===== config.mk =====
export PLATFORM = sky130hd
export DESIGN_NAME = io_event_fifo
export DESIGN_NICKNAME = d
export VERILOG_FILES = /design/src/rtl/io_event_fifo.sv
export SDC_FILE = /design/constraint.sdc
export NUM_CORES = 1
export LEC_CHECK = 0
export ABC_CLOCK_PERIOD_IN_PS = 4500
export BUFFER_PORTS_ARGS = -buffer_cell sky130_fd_sc_hd__buf_2
export CORE_MARGIN = 2
export CORE_UTILIZATION = 44
export CTS_BUF_LIST = sky130_fd_sc_hd__clkbuf_8 sky130_fd_sc_hd__clkbuf_16
export DETAILED_ROUTE_END_ITERATION = 8
export PLACE_DENSITY_LB_ADDON = 0.2
export SLEW_MARGIN = 20
export SYNTH_ARGS = -nofsm -noshare
export SYNTH_HDL_FRONTEND = slang
export SYNTH_SLANG_ARGS = --single-unit

===== constraint.sdc =====
create_clock -name clock -period 4.5 [get_ports clock]
set_input_delay 0.45 -clock clock [delete_from_list [all_inputs] [get_ports clock]]
set_output_delay 0.45 -clock clock [all_outputs]
set_load 0.02 [all_outputs]

===== src/rtl/io_event_fifo.sv =====
// io_event_fifo: memory-mapped input-event responder.
// Synchronises two 4-bit switch ports and timestamps every change of their
// combined value. Each change is queued in a small FIFO that the CPU drains
// with loads from DATA. CTRL stores enable capture, flush the queue and
// clear the timestamp. Register map (addr[7]=1): 0x80 STATUS, 0x84 DATA,
// 0x88 CTRL, 0x8C TIME.
module io_event_fifo #(
  parameter int DEPTH = 8,   // power of two, 2..16
  parameter int TS_W  = 16   // <= 16
) (
  input  logic        clock,
  input  logic        clr,
  input  logic [7:0]  addr,
  input  logic        rd,
  input  logic        we,
  input  logic [31:0] wdata,
  input  logic [3:0]  in_port0,
  input  logic [3:0]  in_port1,
  output logic [31:0] rdata,
  output logic        irq
);

  localparam int PW = (DEPTH > 1) ? $clog2(DEPTH) : 1;
  localparam int CW = PW + 1;

  // Synchroniser stages and change-detect history
  logic [3:0]      r_meta0, r_meta1, r_sync0, r_sync1;
  logic [7:0]      r_prev;
  // Control / FIFO state
  logic            r_en, r_ovf;
  logic [CW-1:0]   r_cnt;
  logic [PW-1:0]   r_wptr, r_rptr;
  logic [TS_W-1:0] r_ts;
  // Entry storage: {timestamp zero-extended to 16 bits, sample}
  logic [23:0]     r_mem [DEPTH];

  logic [7:0]  w_s;
  logic        w_sel_status, w_sel_data, w_sel_ctrl, w_sel_time;
  logic        w_empty, w_full, w_chg, w_pop, w_push, w_drop;
  logic        w_ctrl_wr, w_flush, w_tsclr;
  logic [4:0]  w_cnt_ext;
  logic [23:0] w_head;
  logic        w_unused;

  assign w_s = {r_sync1, r_sync0};

  // Word decode on addr[7:2]; the byte offset is irrelevant
  assign w_sel_status = (addr[7:2] == 6'h20);
  assign w_sel_data   = (addr[7:2] == 6'h21);
  assign w_sel_ctrl   = (addr[7:2] == 6'h22);
  assign w_sel_time   = (addr[7:2] == 6'h23);

  assign w_empty = (r_cnt == '0);
  assign w_full  = (r_cnt == CW'(DEPTH));
  assign w_chg   = r_en & (w_s != r_prev);

  // A pop only happens on a non-empty FIFO, so a pop+push on an empty FIFO
  // degenerates to a plain push. A full FIFO accepts a push when a pop
  // frees the head in the same cycle.
  assign w_pop  = rd & w_sel_data & ~w_empty;
  assign w_push = w_chg & (~w_full | w_pop);
  assign w_drop = w_chg & w_full & ~w_pop;

  assign w_ctrl_wr = we & w_sel_ctrl;
  assign w_flush   = w_ctrl_wr & wdata[1];
  assign w_tsclr   = w_ctrl_wr & wdata[2];

  // STATUS count field is 4 bits; with DEPTH=16 a full FIFO shows count 0
  // and relies on the full flag.
  assign w_cnt_ext = 5'(r_cnt);
  assign w_head    = r_mem[r_rptr];
  assign irq       = ~w_empty;

  assign w_unused = ^{addr[1:0], wdata[31:3], w_cnt_ext[4]};

  // Synchroniser, timestamp, control register and FIFO bookkeeping
  always_ff @(posedge clock) begin
    if (clr) begin
      r_meta0 <= '0;
      r_meta1 <= '0;
      r_sync0 <= '0;
      r_sync1 <= '0;
      r_prev  <= '0;
      r_en    <= 1'b0;
      r_ovf   <= 1'b0;
      r_cnt   <= '0;
      r_wptr  <= '0;
      r_rptr  <= '0;
      r_ts    <= '0;
    end else begin
      r_meta0 <= in_port0;
      r_meta1 <= in_port1;
      r_sync0 <= r_meta0;
      r_sync1 <= r_meta1;
      r_prev  <= w_s;
      r_ts    <= w_tsclr ? '0 : r_ts + 1'b1;
      if (w_ctrl_wr) r_en <= wdata[0];
      // Flush overrides any push or pop in the same cycle
      if (w_flush) begin
        r_cnt  <= '0;
        r_wptr <= '0;
        r_rptr <= '0;
        r_ovf  <= 1'b0;
      end else begin
        if (w_push) r_wptr <= r_wptr + 1'b1;
        if (w_pop)  r_rptr <= r_rptr + 1'b1;
        r_cnt <= r_cnt + CW'(w_push) - CW'(w_pop);
        if (w_drop) r_ovf <= 1'b1;
      end
    end
  end

  // Entry storage; contents are only visible while count > 0, so no reset
  always_ff @(posedge clock) begin
    if (!clr && w_push && !w_flush)
      r_mem[r_wptr] <= {16'(r_ts), w_s};
  end

  // Combinational read mux
  always_comb begin
    rdata = '0;
    if (addr[7]) begin
      if (w_sel_status)
        rdata = {16'b0, w_s, r_en, r_ovf, w_full, w_empty, w_cnt_ext[3:0]};
      else if (w_sel_data)
        rdata = w_empty ? 32'b0 : {w_head[23:8], 8'b0, w_head[7:0]};
      else if (w_sel_ctrl)
        rdata = {31'b0, r_en};
      else if (w_sel_time)
        rdata = 32'(r_ts);
    end
  end

endmodule


==> results of run 1 <==
worst max-delay path, cell delays in order (launching register included):
cell	delay, ns
dfxtp_1	0.30
inv_1	0.13
ha_1	0.16
or3b_2	0.53
nand4b_1	0.75
nor2_1	0.13
a211oi_1	0.45
a21oi_1	0.09
buf_2	0.19
per-stage QoR:
| stage | instances | utilization |
|---|---|---|
| final | 928 | 0.512 |
| after global routing | 928 | 0.512 |
| after CTS | 928 | 0.512 |
| after detailed placement | 884 | 0.476 |
| after global placement | 884 | 0.476 |
| after floorplan | 565 | - |
cell type report:
class | count | area, um^2
inverters | 12 | 45.0
fillers | 1798 | 10600
clock inverters | 15 | 90.1
flip-flops and latches | 247 | 6870
multi-input cells | 279 | 2710
repair buffers | 66 | 375
clock buffers | 29 | 692
well taps | 280 | 350
cells by family (layout without fill, tap and decap cells):
group           Yosys count  count (layout)  synth area share
mux                      73              73             0.137
xor+xnor                 24              24            0.0216
compound gates           44              44            0.0313
simple gates            128             128            0.0726
flops                   247             247             0.707
fa+ha+maj                10              10            0.0136
buf+inv                  39             122            0.0173
routing by layer:
| layer | vias to the layer above | part of all wire |
|---|---|---|
| met4 | 0 | 0.019 |
| met2 | 137 | 0.49 |
| li1 | 2294 | - |
| met3 | 33 | 0.054 |
| met1 | 2585 | 0.43 |
| met5 | - | 0 |
synthesized netlist by cell type (4+ instances only):
cell / number / area [um^2]
a211oi_1: 5 / 37.5
a21oi_1: 18 / 90.1
a22o_1: 8 / 70.1
buf_2: 14 / 70.1
clkbuf_1: 12 / 45.0
dfxtp_1: 55 / 1100
edfxtp_1: 192 / 5770
ha_1: 9 / 113
inv_1: 12 / 45.0
mux2i_1: 25 / 250
mux4_2: 48 / 1080
nand2_1: 8 / 30.0
nand3_1: 7 / 35.0
nand4_1: 4 / 25.0
nor2_1: 56 / 210
nor2b_1: 25 / 156
o21ai_0: 4 / 20.0
or3_1: 4 / 25.0
xnor2_1: 7 / 61.3
xor2_1: 17 / 149
worst paths after layout:
check                              from                     to  slack (ns)  depth (start not counted)
setup / recovery    r_cnt[2]$_SDFF_PP0_               rdata[4]        0.81                          8
hold / removal              in_port0[2]  r_meta0[2]$_SDFF_PP0_        0.15                          2
setup reg to reg    r_cnt[2]$_SDFF_PP0_  r_mem[3][3]$_DFFE_PP_        1.37                          8
hold reg to reg   r_meta1[1]$_SDFF_PP0_  r_sync1[1]$_SDFF_PP0_        0.43                          1
placed cells by master (no fill, tap or decap), types with 2 or more instances in the layout:
master     count
a22o_1         8
nand4_1        4
clkinv_2       6
nor4_1         2
ha_1           9
nand2_1        8
buf_4         12
inv_1         17
a21oi_1       18
nor3_4         2
nand3_1        7
nor3_2         2
buf_2         53
nor2_2         7
xnor2_1        7
clkinv_1       3
xor2_1        17
nor2b_1       25
or3_1          4
and2_1         3
mux2i_1       25
edfxtp_1     192
a31oi_1        2
a21o_1         3
clkbuf_8       3
o21ai_0        4
and3_1         2
clkbuf_16     26
nor2_1        50
a211oi_1       5
mux4_2        48
dfxtp_1       53
power by group through the flow:
stage | clock network, mW | registers, mW | logic, mW
after global routing | 2.07 | 2.47 | 0.0549
after CTS | 1.98 | 2.47 | 0.0502
after floorplan | 0 | 2.51 | 0.0331
after detailed placement | 0 | 2.52 | 0.0500
after global placement | 0 | 2.52 | 0.0489
final | 1.94 | 2.47 | 0.0497
flip-flops by register name (all words and copies together), names as in the netlist, named ones only:
name     count
r_mem      192
r_meta1      4
r_sync0      4
r_cnt        4
r_ts        16
r_meta0      4
r_en         1
r_prev       8
r_sync1      4
r_wptr       3
r_ovf        1
r_rptr       3
==> impl_results.md, run 1 <==
- Setup Buffers After CTS: 0
- WL final: between 20,000 and 25,000 um
- Wirelength per Cell: approximately 22 um
- Cts repair resizes: 0
- Clk buf depth: 3
- Setup tns final: 0 ns
- CTS Buf Count: 25
- Seq pwr share: 0.553
- N_diodes: 0
- Net Count, Synth: 627
- Met1 usage: 0.240
- Maxcap violations: 0
- Number of synthesized register bits: ~250
- Fin. max-slew vios: 0
- Die Footprint: 0.0233 mm^2
- Sw frac: 0.190
- Tightest Pin Transition: roughly 1.1 ns
- WP data arrival: 3.24 ns
- GRT overflow: 0
- Status: complete, no violations
- Post-synth ARST share: 0
- WHS: between 0.15 and 0.2 ns
- Core area: 0.0218 mm^2
- Num rows: 54
- Finished layout cell area: around 0.011 mm^2
- # hold bufs at CTS: 0
- Worst setup EP type: output port
- Pint: 3.61 mW
- H-tree depth: 1
- Busiest layer in global routing: met2
- Synth Cell Area: between 0.009 and 0.01 mm^2
- # IOs: between 80 and 90
- Global-route wire length before repair: slightly above 30,000 um
- Most used DFF post-synth: edfxtp_1
- Final Wtd Congestion: about 0.76
- Netlist cell types: 46
- Area Overhead vs Synth: 14.6%
- Post-synthesis cell count: 565
- Nets: 693
- Total Routing Usage GR: 0.173
- Antenna Violating Nets Remaining: 0
- Post-synth EDFFs: about 190
- Max IR drop VDD: 0.291 mV
- Hpwl dp: about 12,000 um
- Share of cells above drive strength 1: 0.265
- Initial DRC Count: ~370
- Psw: 848 uW
- Startpoint types: register
- Leakage: 3.81 nW
- CTS tree: built
- Number of warning messages in the yosys log: 0
- DRT Pass-1 Iters: 4
- Final setup fails: 0
- Post-route setup slack: roughly 0.81 ns
- Largest net degree at the start of global routing: 31
- DP Worst Slack: 1.15 ns
- Die Ht: between 150 and 200 um
- CP Class: register to output port
- Final Cycle Share: 0.819
- Vias in the first global route: 5,223
- Sequential area share after synthesis: 0.707
- Final hold vios: 0
- Met2 usage in global routing: 0.293
- Clock root buffer master: clkbuf_16
- Cell area power density: ~400 mW/mm^2
- RSZ-0062 raised after global routing: no
- Share of power burned in the clock network: 0.436
- Worst-Skew Late Latency: around 0.5 ns
- Vias per inst: 5.44
- Worst path required time: 4.05 ns
- Met3 Use GR: 0.0247
- Initial core utilization: 0.447
- Vias: 5,049
- Mean area per synthesized cell: roughly 17 um^2
- Hold Path Class: input pin to register
- Slew HR: 0.268
- Initial antenna violation count: 0
- Die X: approximately 150 um
- Drt drc: 0
- Gate power share: 0.011
- Clock slew at reported path FFs: around 0.060 ns
- Total clock sinks: 247
- Total power: roughly 4.5 mW
- Fmax: around 270 MHz
- DP Area: roughly 0.010 mm^2
- Crit path time final: roughly 3.7 ns
- CP Max Fanout: 15
- I/O Buffers: between 50 and 60
- Worst Clk Skew: ~0.011 ns
Power figures use the tool's default switching activity.
==> inputs of run 2 (changes only) <==
--- a/config.mk
+++ b/config.mk
@@ -5,7 +5,7 @@
 export SDC_FILE = /design/constraint.sdc
 export NUM_CORES = 1
 export LEC_CHECK = 0
-export ABC_CLOCK_PERIOD_IN_PS = 4500
+export ABC_CLOCK_PERIOD_IN_PS = 3540
 export BUFFER_PORTS_ARGS = -buffer_cell sky130_fd_sc_hd__buf_2
 export CORE_MARGIN = 2
 export CORE_UTILIZATION = 44
==> constraint.sdc (replaced) <==
create_clock -name clock -period 3.54 [get_ports clock]
set_input_delay 0.354 -clock clock [delete_from_list [all_inputs] [get_ports clock]]
set_output_delay 0.354 -clock clock [all_outputs]
set_load 0.02 [all_outputs]
==> run 2 against run 1 <==
Critical path type unchanged. Global-route usage down 0.57 points. Non-clock buffer count rose by 7. Clock-buffer cell count shrank 3.
==> impl_results.md, run 2 (synthesis gave the netlist of run 1 again) <==
- Hold Path Class: input pin to register
- H-tree depth: 1
- Final Core Density: 0.515
- Post-route setup slack: roughly 0.34 ns
- Largest net degree at the start of global routing: 29
- WHS: just over 0.05 ns
- Total clock sinks: roughly 250
- Max IR drop VDD: roughly 0.33 mV
- Leakage: ~3.9 nW
- WP data arrival: around 2.9 ns
- Drt drc: 0
- Most frequent cells in the layout: edfxtp_1 (192), dfxtp_1 (53), buf_2 (53)
- Hpwl dp: around 12,000 um
- Num rows: 54
- Sw frac: 0.190
- Final hold vios: 0
- Die Footprint: about 0.023 mm^2
- Antenna Violating Nets Remaining: 0
- Initial antenna violation count: 0
- Total Routing Usage GR: 0.167
- Cts repair resizes: 0
- CTS tree: built
- DP Worst Slack: 0.560 ns
- Worst-Skew Late Latency: approximately 0.52 ns
- Dpl cells: just under 900
- Clk buf depth: 3
- Met3 Use GR: 0.0290
- Crit path time final: around 3.2 ns
- Clock slew at reported path FFs: about 0.06 ns
- Total power: roughly 5.8 mW
- Setup tns final: 0 ns
- Wirelength per Cell: 20.5 um
- Vias: around 5,000
- Met2 usage in global routing: 0.275
- Share of power burned in the clock network: 0.443
- Status: complete, no violations
- Psw: ~1.1 mW
- Startpoint types: register
- Cell area power density: approximately 510 mW/mm^2
- Largest Register: r_mem
- Initial DRC Count: between 400 and 500
- Final setup fails: 0
- Fin. max-slew vios: 0
- WL final: 19,200 um
- Busiest layer in global routing: met2
- Final Cycle Share: 0.905
- Core area: 0.0218 mm^2
- Vias in the first global route: about 5,200
- Initial core utilization: 0.447
- Top Registers: r_mem x192, r_ts x16, r_prev x8
- Most common cell after layout, fill and taps aside: edfxtp_1
- DRT Pass-1 Iters: 4
- Fmax: 312 MHz
- Pint: approximately 4.7 mW
- Met1 usage: 0.232
- Maxcap violations: 0
- CP Max Fanout: 16
- Clock root buffer master: clkbuf_16
- RSZ-0062 raised after global routing: no
- Final Wtd Congestion: 0.794
- Gate power share: 0.013
- GRT overflow: 0
- Nets: 700
- # hold bufs at CTS: 0
- Worst path required time: ~3.2 ns
- N_diodes: 0
- I/O Buffers: 53
- # IOs: 85
- Global-route wire length before repair: ~30,000 um
- Die Ht: around 150 um
- Setup Buffers After CTS: 0
- DP Area: between 0.01 and 0.015 mm^2
- CP Class: register to output port
- Finished layout cell area: between 0.01 and 0.015 mm^2
- Die X: 153 um
- Tightest Pin Transition: between 0.7 and 0.8 ns
- Worst setup EP type: output port
- Post-Layout Cell Count: between 900 and 1,000
- Seq pwr share: 0.544
- Share of cells above drive strength 1: 0.271
- Vias per inst: 5.35
- CTS Buf Count: 25
- Worst Clk Skew: ~0.013 ns
- Slew HR: 0.469
- Area Overhead vs Synth: 15.3%
- Largest register FFs: approximately 190
## run 2: cell count changes in the layout (fill, tap and decap cells not counted)
| cell | change |
|---|---|
| clkbuf_8 | -2 |
| inv_6 | +1 |
| buf_12 | -1 |
| clkinv_2 | -1 |
| inv_1 | +3 |
| bufinv_16 | +2 |
| nor3_2 | -1 |
| nor3_4 | +1 |
| buf_4 | +8 |
| clkbuf_16 | -1 |
## run 2: worst max-delay path: stages, from the launching register on
cell      delay, ns
dfxtp_1        0.30
inv_1          0.11
ha_1           0.15
or3b_2         0.53
nand4b_1       0.44
buf_4          0.38
o22ai_1        0.11
o211a_1        0.14
buf_2          0.15
## run 2: area by class of cell
class	instances	area, um^2
tap	280	350
clock buffer	26	639
clock inverter	20	165
multi-input combinational	279	2720
fill	1802	10600
sequential	247	6870
timing repair buffer	73	415
inverter	12	45.0
## run 2: metal layers
metal | share of wire | up-vias
li1 | - | 2324
met1 | 0.45 | 2545
met2 | 0.48 | 112
met3 | 0.046 | 31
met4 | 0.023 | 0
met5 | 0 | -
## run 2: power groups by stage
stage / Sequential, mW / Combinational (mW) / Clock [mW]
finish: 3.13 / 0.0723 / 2.55
global route: 3.13 / 0.0813 / 2.73
CTS: 3.13 / 0.0736 / 2.61
detailed placement: 3.19 / 0.0734 / 0
global placement: 3.19 / 0.0714 / 0
floorplan: 3.19 / 0.0420 / 0
## run 2: worst paths after layout
check	slack (ns)	cells past startpoint	startpoint	endpoint
setup / recovery	0.34	8	r_cnt[2]$_SDFF_PP0_	rdata[0]
hold / removal	0.05	2	in_port0[3]	r_meta0[3]$_SDFF_PP0_
setup reg to reg	0.66	13	r_cnt[2]$_SDFF_PP0_	r_cnt[2]$_SDFF_PP0_
hold reg to reg	0.43	1	r_meta1[0]$_SDFF_PP0_	r_sync1[0]$_SDFF_PP0_
